<file path="config.mk">
export PLATFORM = sky130hd
export DESIGN_NAME = uart_autobaud_detect
export DESIGN_NICKNAME = d
export VERILOG_FILES = /design/src/rtl/uart_baud_pkg.sv /design/src/rtl/baud_classify.sv /design/src/rtl/uart_autobaud_detect.sv
export SDC_FILE = /design/constraint.sdc
export NUM_CORES = 1
export LEC_CHECK = 0
export BUFFER_PORTS_ARGS = -buffer_cell sky130_fd_sc_hd__buf_4
export CAP_MARGIN = 20
export CORE_ASPECT_RATIO = 0.8
export CORE_MARGIN = 2
export CORE_UTILIZATION = 59
export CTS_BUF_LIST = sky130_fd_sc_hd__clkbuf_8 sky130_fd_sc_hd__clkbuf_16
export CTS_CLUSTER_SIZE = 16
export DETAILED_ROUTE_END_ITERATION = 7
export PLACE_DENSITY = 0.89
export SLEW_MARGIN = 25
export SYNTH_ARGS = -nofsm -noshare
export SYNTH_HDL_FRONTEND = slang
export SYNTH_SLANG_ARGS = --single-unit
</file>
<file path="constraint.sdc">
create_clock -name clk -period 3.4 [get_ports clk]
set_input_delay 0 -clock clk [delete_from_list [all_inputs] [get_ports clk]]
set_output_delay 0 -clock clk [all_outputs]
set_load 0.02 [all_outputs]
</file>
<file path="src/rtl/uart_baud_pkg.sv">
// uart_baud_pkg: shared baud codes, nominal bit widths, ladder thresholds and FSM states
package uart_baud_pkg;
  localparam int MAX_COUNT_DEF = 666666;
  localparam int MIN_COUNT_DEF = 55;
  localparam logic [3:0] BAUD_300 = 4'd0, BAUD_1200 = 4'd1, BAUD_2400 = 4'd2, BAUD_4800 = 4'd3;
  localparam logic [3:0] BAUD_9600 = 4'd4, BAUD_19200 = 4'd5, BAUD_38400 = 4'd6, BAUD_57600 = 4'd7;
  localparam logic [3:0] BAUD_115200 = 4'd8, BAUD_230400 = 4'd9, BAUD_460800 = 4'd10, BAUD_921600 = 4'd11;
  localparam logic [19:0] NOM [12] = '{20'd333333, 20'd83333, 20'd41667, 20'd20833, 20'd10417, 20'd5208,
                                       20'd2604, 20'd1736, 20'd868, 20'd434, 20'd217, 20'd109};
  // THR[i] is the midpoint between NOM[i] and NOM[i+1]; equality selects code i (the slower rate)
  localparam logic [19:0] THR [11] = '{20'd208333, 20'd62500, 20'd31250, 20'd15625, 20'd7812, 20'd3906,
                                       20'd2170, 20'd1302, 20'd651, 20'd325, 20'd163};
  typedef enum logic [2:0] {ARMED, MEASURE, CLASSIFY, LOCKED, BREAK} state_e;
endpackage

</file>
<file path="src/rtl/baud_classify.sv">
// baud_classify: maps a measured low width to a baud code, flagging too-short pulses
module baud_classify
  import uart_baud_pkg::*;
#(
  parameter int MIN_COUNT = MIN_COUNT_DEF
) (
  input  logic [19:0] w_i,
  output logic [3:0]  code_o,
  output logic        glitch_o
);
  // scanning from the fastest threshold upward leaves the slowest matching rate
  always_comb begin
    code_o = BAUD_921600;
    for (int i = 10; i >= 0; i--)
      if (w_i >= THR[i]) code_o = 4'(i);
  end
  assign glitch_o = w_i < 20'(MIN_COUNT);
endmodule

</file>
<file path="src/rtl/uart_autobaud_detect.sv">
// uart_autobaud_detect: measures the first start-bit low width on rx and locks a baud code
module uart_autobaud_detect
  import uart_baud_pkg::*;
#(
  parameter int MAX_COUNT = MAX_COUNT_DEF,
  parameter int MIN_COUNT = MIN_COUNT_DEF
) (
  input  logic        clk,
  input  logic        reset,
  input  logic        rx,
  input  logic        restart,
  output logic [3:0]  baud,
  output logic        baud_valid,
  output logic        locked,
  output logic        err,
  output logic [19:0] measured_count
);
  localparam logic [19:0] MAX_W = 20'(MAX_COUNT);
  state_e      state_q;
  logic        s1_q, rx_s_q, rx_p_q;
  logic [19:0] cnt_q, meas_q, cnt_inc;
  logic [3:0]  baud_q, code;
  logic        valid_q, locked_q, err_q, glitch;
  baud_classify #(.MIN_COUNT(MIN_COUNT)) u_cls (.w_i(meas_q), .code_o(code), .glitch_o(glitch));
  assign cnt_inc = (cnt_q == MAX_W) ? cnt_q : cnt_q + 20'd1;
  always_ff @(posedge clk) begin
    if (reset) begin
      state_q  <= ARMED;
      s1_q     <= 1'b1;
      rx_s_q   <= 1'b1;
      rx_p_q   <= 1'b1;
      cnt_q    <= '0;
      meas_q   <= '0;
      baud_q   <= BAUD_300;
      valid_q  <= 1'b0;
      locked_q <= 1'b0;
      err_q    <= 1'b0;
    end else begin
      s1_q    <= rx;
      rx_s_q  <= s1_q;
      rx_p_q  <= rx_s_q;
      valid_q <= 1'b0;
      err_q   <= 1'b0;
      if (restart) begin
        state_q  <= ARMED;
        locked_q <= 1'b0;
        cnt_q    <= '0;
      end else begin
        case (state_q)
          ARMED: if (rx_p_q && !rx_s_q) begin
            cnt_q   <= 20'd1;
            state_q <= MEASURE;
          end
          MEASURE: if (rx_s_q) begin
            meas_q  <= cnt_q;
            state_q <= CLASSIFY;
          end else begin
            cnt_q <= cnt_inc;
            if (cnt_inc == MAX_W) begin
              err_q   <= 1'b1;
              state_q <= BREAK;
            end
          end
          CLASSIFY: if (glitch) state_q <= ARMED;
          else begin
            baud_q   <= code;
            locked_q <= 1'b1;
            valid_q  <= 1'b1;
            state_q  <= LOCKED;
          end
          BREAK: if (rx_s_q) state_q <= ARMED;
          default: ;
        endcase
      end
    end
  end
  assign baud           = baud_q;
  assign baud_valid     = valid_q;
  assign locked         = locked_q;
  assign err            = err_q;
  assign measured_count = meas_q;
endmodule

</file>
==> run_summary.xml <==
<?xml version="1.0" encoding="UTF-8"?>
<metrics>
  <group name="critical_path">
    <metric name="cp_data_required_time" unit="ns">3.61</metric>
    <metric name="buffering_stage_count_on_the_worst_path_with_inverters_included" unit="">0</metric>
    <metric name="worstPathCellList" unit="">ha_1 &gt; nand3_1 &gt; nor3_1 &gt; nand3_1 &gt; xor2_1 &gt; nand3_1 &gt; o31ai_1 &gt; a21oi_1</metric>
    <metric name="timing.critical_path.slowest_cell_delay" unit="ns">0.60</metric>
    <metric name="worstSetupPathType" unit="">flop to flop</metric>
    <metric name="crit_path_end_kind" unit="">flop</metric>
    <metric name="worst_setup_path_start_kind" unit="">flop</metric>
    <metric name="slowest_stage_cell_crit_path" unit="">sky130_fd_sc_hd__nor3_1</metric>
    <metric name="crit_family" unit="">simple AND/OR/NAND/NOR gates</metric>
    <metric name="cpMostUsedCell" unit="">sky130_fd_sc_hd__nand3_1</metric>
    <metric name="critPathArrivalTime" unit="ns">3.09</metric>
    <metric name="cp_max_fo" unit="">8</metric>
  </group>
  <group name="route">
    <metric name="drt_pass1_iterations" unit="">5</metric>
    <metric name="highest_routed_metal_layer" unit="">met4</metric>
    <metric name="met1Wirelength" unit="um">3880</metric>
    <metric name="drc" unit="">0</metric>
    <metric name="num_vias" unit="">3286</metric>
    <metric name="met2RoutedLength" unit="um">3860</metric>
    <metric name="drtAntennaViolNets" unit="">0</metric>
    <metric name="wl_met3" unit="um">706</metric>
    <metric name="drt_iter0_drc" unit="">369</metric>
    <metric name="route.detailed.wl_per_inst" unit="um">16.8</metric>
    <metric name="drt_wl_total" unit="um">8550</metric>
    <metric name="post_drt_via_cell_ratio" unit="">6.46</metric>
  </group>
  <group name="timing">
    <metric name="worst_slew_pin_slew" unit="ns">0.801</metric>
    <metric name="fmax" unit="GHz">0.347</metric>
    <metric name="final_period_minus_worst_setup_slack" unit="ns">2.88</metric>
    <metric name="timing.setup.tns" unit="ns">0</metric>
    <metric name="finalHoldViolCount" unit="">0</metric>
    <metric name="rsz0062_at_grt" unit="">false</metric>
    <metric name="fin_worst_skew" unit="ns">0.0121</metric>
    <metric name="final_setup_violation_count" unit="">0</metric>
    <metric name="final-max-slew-violation-count" unit="">0</metric>
    <metric name="final.period_utilization" unit="%">84.7</metric>
    <metric name="max_slew_margin" unit="%">46.0</metric>
  </group>
  <group name="floorplanning">
    <metric name="die-width" unit="um">86.3</metric>
    <metric name="floorplan.initialDensity" unit="%">62.4</metric>
    <metric name="dieArea" unit="mm2">0.00603</metric>
    <metric name="chipHeight" unit="um">69.8</metric>
    <metric name="num_rows" unit="">23</metric>
    <metric name="floorplan.io_pins" unit="">31</metric>
    <metric name="core_area" unit="mm2">0.00512</metric>
  </group>
  <group name="yosys">
    <metric name="ys_seq_elements" unit="">53</metric>
    <metric name="synthDistinctLibCells" unit="">61</metric>
    <metric name="asyncSetResetFlopFracSynth" unit="%">0</metric>
    <metric name="syn_inst" unit="">441</metric>
    <metric name="syn-num-nets" unit="">447</metric>
    <metric name="yosysWarnings" unit="">0</metric>
    <metric name="ys_seq_area_share" unit="%">33.2</metric>
    <metric name="mean_syn_cell_area" unit="um2">7.25</metric>
    <metric name="mappedNetlistArea" unit="mm2">0.00320</metric>
    <metric name="synth_ff_type" unit="">sky130_fd_sc_hd__dfxtp_1</metric>
    <metric name="synth_edf_count" unit="">0</metric>
  </group>
  <group name="cts">
    <metric name="cell_chosen_for_the_clock_root" unit="">sky130_fd_sc_hd__clkbuf_8</metric>
    <metric name="cts_buffers" unit="">5</metric>
    <metric name="clock-sinks" unit="">53</metric>
    <metric name="cts.path.max_buffers" unit="">2</metric>
    <metric name="clk_transition_reported_paths" unit="ns">0.10</metric>
    <metric name="tritoncts" unit="">yes</metric>
    <metric name="clock_h_tree_levels" unit="">2</metric>
    <metric name="cts_setup_buffers" unit="">0</metric>
    <metric name="ctsResizeCount" unit="">0</metric>
    <metric name="clk_latency" unit="ns">0.33</metric>
  </group>
  <group name="min_path">
    <metric name="hp-class" unit="">primary input to flop</metric>
  </group>
  <group name="placement">
    <metric name="port_buffers" unit="">30</metric>
    <metric name="dp.final_hpwl" unit="um">6020</metric>
    <metric name="routability_cong" unit="">0.977</metric>
  </group>
  <group name="grt">
    <metric name="first_global_vias" unit="">2951</metric>
    <metric name="groute.usage.overall" unit="%">29.5</metric>
    <metric name="pin_count_of_the_biggest_net_entering_global_routing" unit="">31</metric>
    <metric name="grt_pass1_wl" unit="um">14400</metric>
    <metric name="gr_ovfl_total" unit="">0</metric>
    <metric name="grt_antenna_before_repair" unit="">0</metric>
  </group>
  <group name="layout">
    <metric name="most_frequent_standard_cell_in_the_layout_excluding_fill_and_tap_cells" unit="">sky130_fd_sc_hd__nand2_1</metric>
    <metric name="layout.filler_cells" unit="">445</metric>
    <metric name="layout_common_cells" unit="">sky130_fd_sc_hd__nand2_1 (74), sky130_fd_sc_hd__dfxtp_1 (53), sky130_fd_sc_hd__a21oi_1 (49), sky130_fd_sc_hd__nor2_1 (45), sky130_fd_sc_hd__buf_4 (32)</metric>
    <metric name="fin_nets" unit="">452</metric>
    <metric name="post_route_cells_drive_above_1_share" unit="%">13.0</metric>
    <metric name="area.growth.synth_to_final" unit="%">8.81</metric>
    <metric name="antenna-diode-count" unit="">0</metric>
  </group>
  <group name="power">
    <metric name="internal_portion_of_total_power" unit="uW">781</metric>
    <metric name="power.switching" unit="uW">253</metric>
    <metric name="power.sequential.fraction" unit="%">60.4</metric>
    <metric name="clock_power_share" unit="%">36.5</metric>
    <metric name="worst_case_vdd_ir_drop" unit="V">0.000300</metric>
    <metric name="pleak" unit="nW">1.23</metric>
    <metric name="combinationalPowerShare" unit="%">3.1</metric>
    <metric name="power_density" unit="mW/mm2">297</metric>
    <metric name="post-layout-total-power" unit="mW">1.03</metric>
    <metric name="power.share.switching" unit="%">24.5</metric>
  </group>
  <group name="run">
    <metric name="drv.max_cap_violation_count" unit="">0</metric>
  </group>
  <group name="run_status">
    <metric name="run_status" unit="">finished clean</metric>
  </group>
</metrics>
[Yosys cell counts, drive strengths merged (3+ instances only)]
cell	count	area, um2
dfxtp	53	1060
nand2	74	278
a31oi	6	37.5
or2	6	37.5
o31ai	3	22.5
nand2b	3	18.8
clkbuf	29	109
a21boi	3	22.5
nor2	45	169
o21a	7	52.6
nand3	15	87.6
a21oi	49	245
and3	7	43.8
inv	8	30.0
or3	5	37.5
buf	7	46.3
o211ai	4	30.0
nand3b	3	22.5
xor2	3	26.3
nor4	9	92.6
nor3b	5	42.5
o21ai	28	140
nand4	10	77.6
a311oi	5	43.8
or4	4	35.0
nor3	17	96.4
[per-stage QoR]
stage | hold WS, ns | utilization [%] | worst slack, ns | instance area, um2 | instances
2_1_floorplan | 0.0889 | - | 0.912 | 3200 | 441
3_3_place_gp | 0.187 | 65.7 | 0.730 | 3360 | 499
3_5_place_dp | 0.199 | 65.7 | 0.609 | 3360 | 499
4_1_cts | 0.0312 | 67.9 | 0.582 | 3480 | 509
5_1_grt | 0.0445 | 67.9 | 0.278 | 3480 | 509
6_report | 0.0370 | 67.9 | 0.519 | 3480 | 509
[state kept, by name (all words and copies together) (netlist names)]
| signal | flops |
|---|---|
| measured_count | 20 |
| rx_p_q | 1 |
| locked | 1 |
| baud_valid | 1 |
| baud | 4 |
| rx_s_q | 1 |
| state_q | 3 |
| err | 1 |
| cnt_q | 20 |
| s1_q | 1 |
[area by class of cell]
type	count	area (um2)	area share [%]
multi-input combinational	344	1960	56.2
sequential	53	1060	30.5
timing repair buffer	34	260	7.48
tap	62	77.6	2.23
clock buffer	5	68.8	1.98
inverter	8	30.0	0.863
clock inverter	3	25.0	0.719
[logic make-up after synthesis]
logic type                 Yosys count  share of synthesized area [%]
AOI/OAI and AO/OA                  123                           23.2
adders and majority gates            2                          0.783
buffers and inverters               44                           5.79
xor gates and xnor gates             5                           1.37
DFF                                 53                           33.2
and+or+nand+nor                    211                           34.7
muxes                                3                          0.978
[layer usage]
metal	vias up	global-route usage [%]
met5	-	0
met4	0	6.77
met3	12	6.55
met2	159	44.2
met1	1526	42.9
li1	1589	-
[power by group through the flow]
| stage | combinational, mW | clock (mW) | sequential [mW] |
|---|---|---|---|
| 2_1_floorplan | 0.0213 | 0 | 0.638 |
| 3_3_place_gp | 0.0287 | 0 | 0.639 |
| 3_5_place_dp | 0.0294 | 0 | 0.639 |
| 4_1_cts | 0.0314 | 0.381 | 0.625 |
| 5_1_grt | 0.0352 | 0.407 | 0.625 |
| 6_report | 0.0320 | 0.377 | 0.625 |
[worst paths after layout]
check / start / to / slack [ns] / cells past startpoint
setup reg to reg: cnt_q[1] / state_q[0] / 0.52 / 8
hold reg to reg: s1_q / rx_s_q / 0.42 / 1
setup / recovery: cnt_q[1] / state_q[0] / 0.52 / 8
hold / removal: reset / baud[3] / 0.04 / 2
[repair_timing]
action / CTS / global route
endpoints found under the hold margin: 3 / 0
hold buffers: 2 / 0
setup endpoints to repair: 0 / 0
Power figures use the tool's default switching activity.
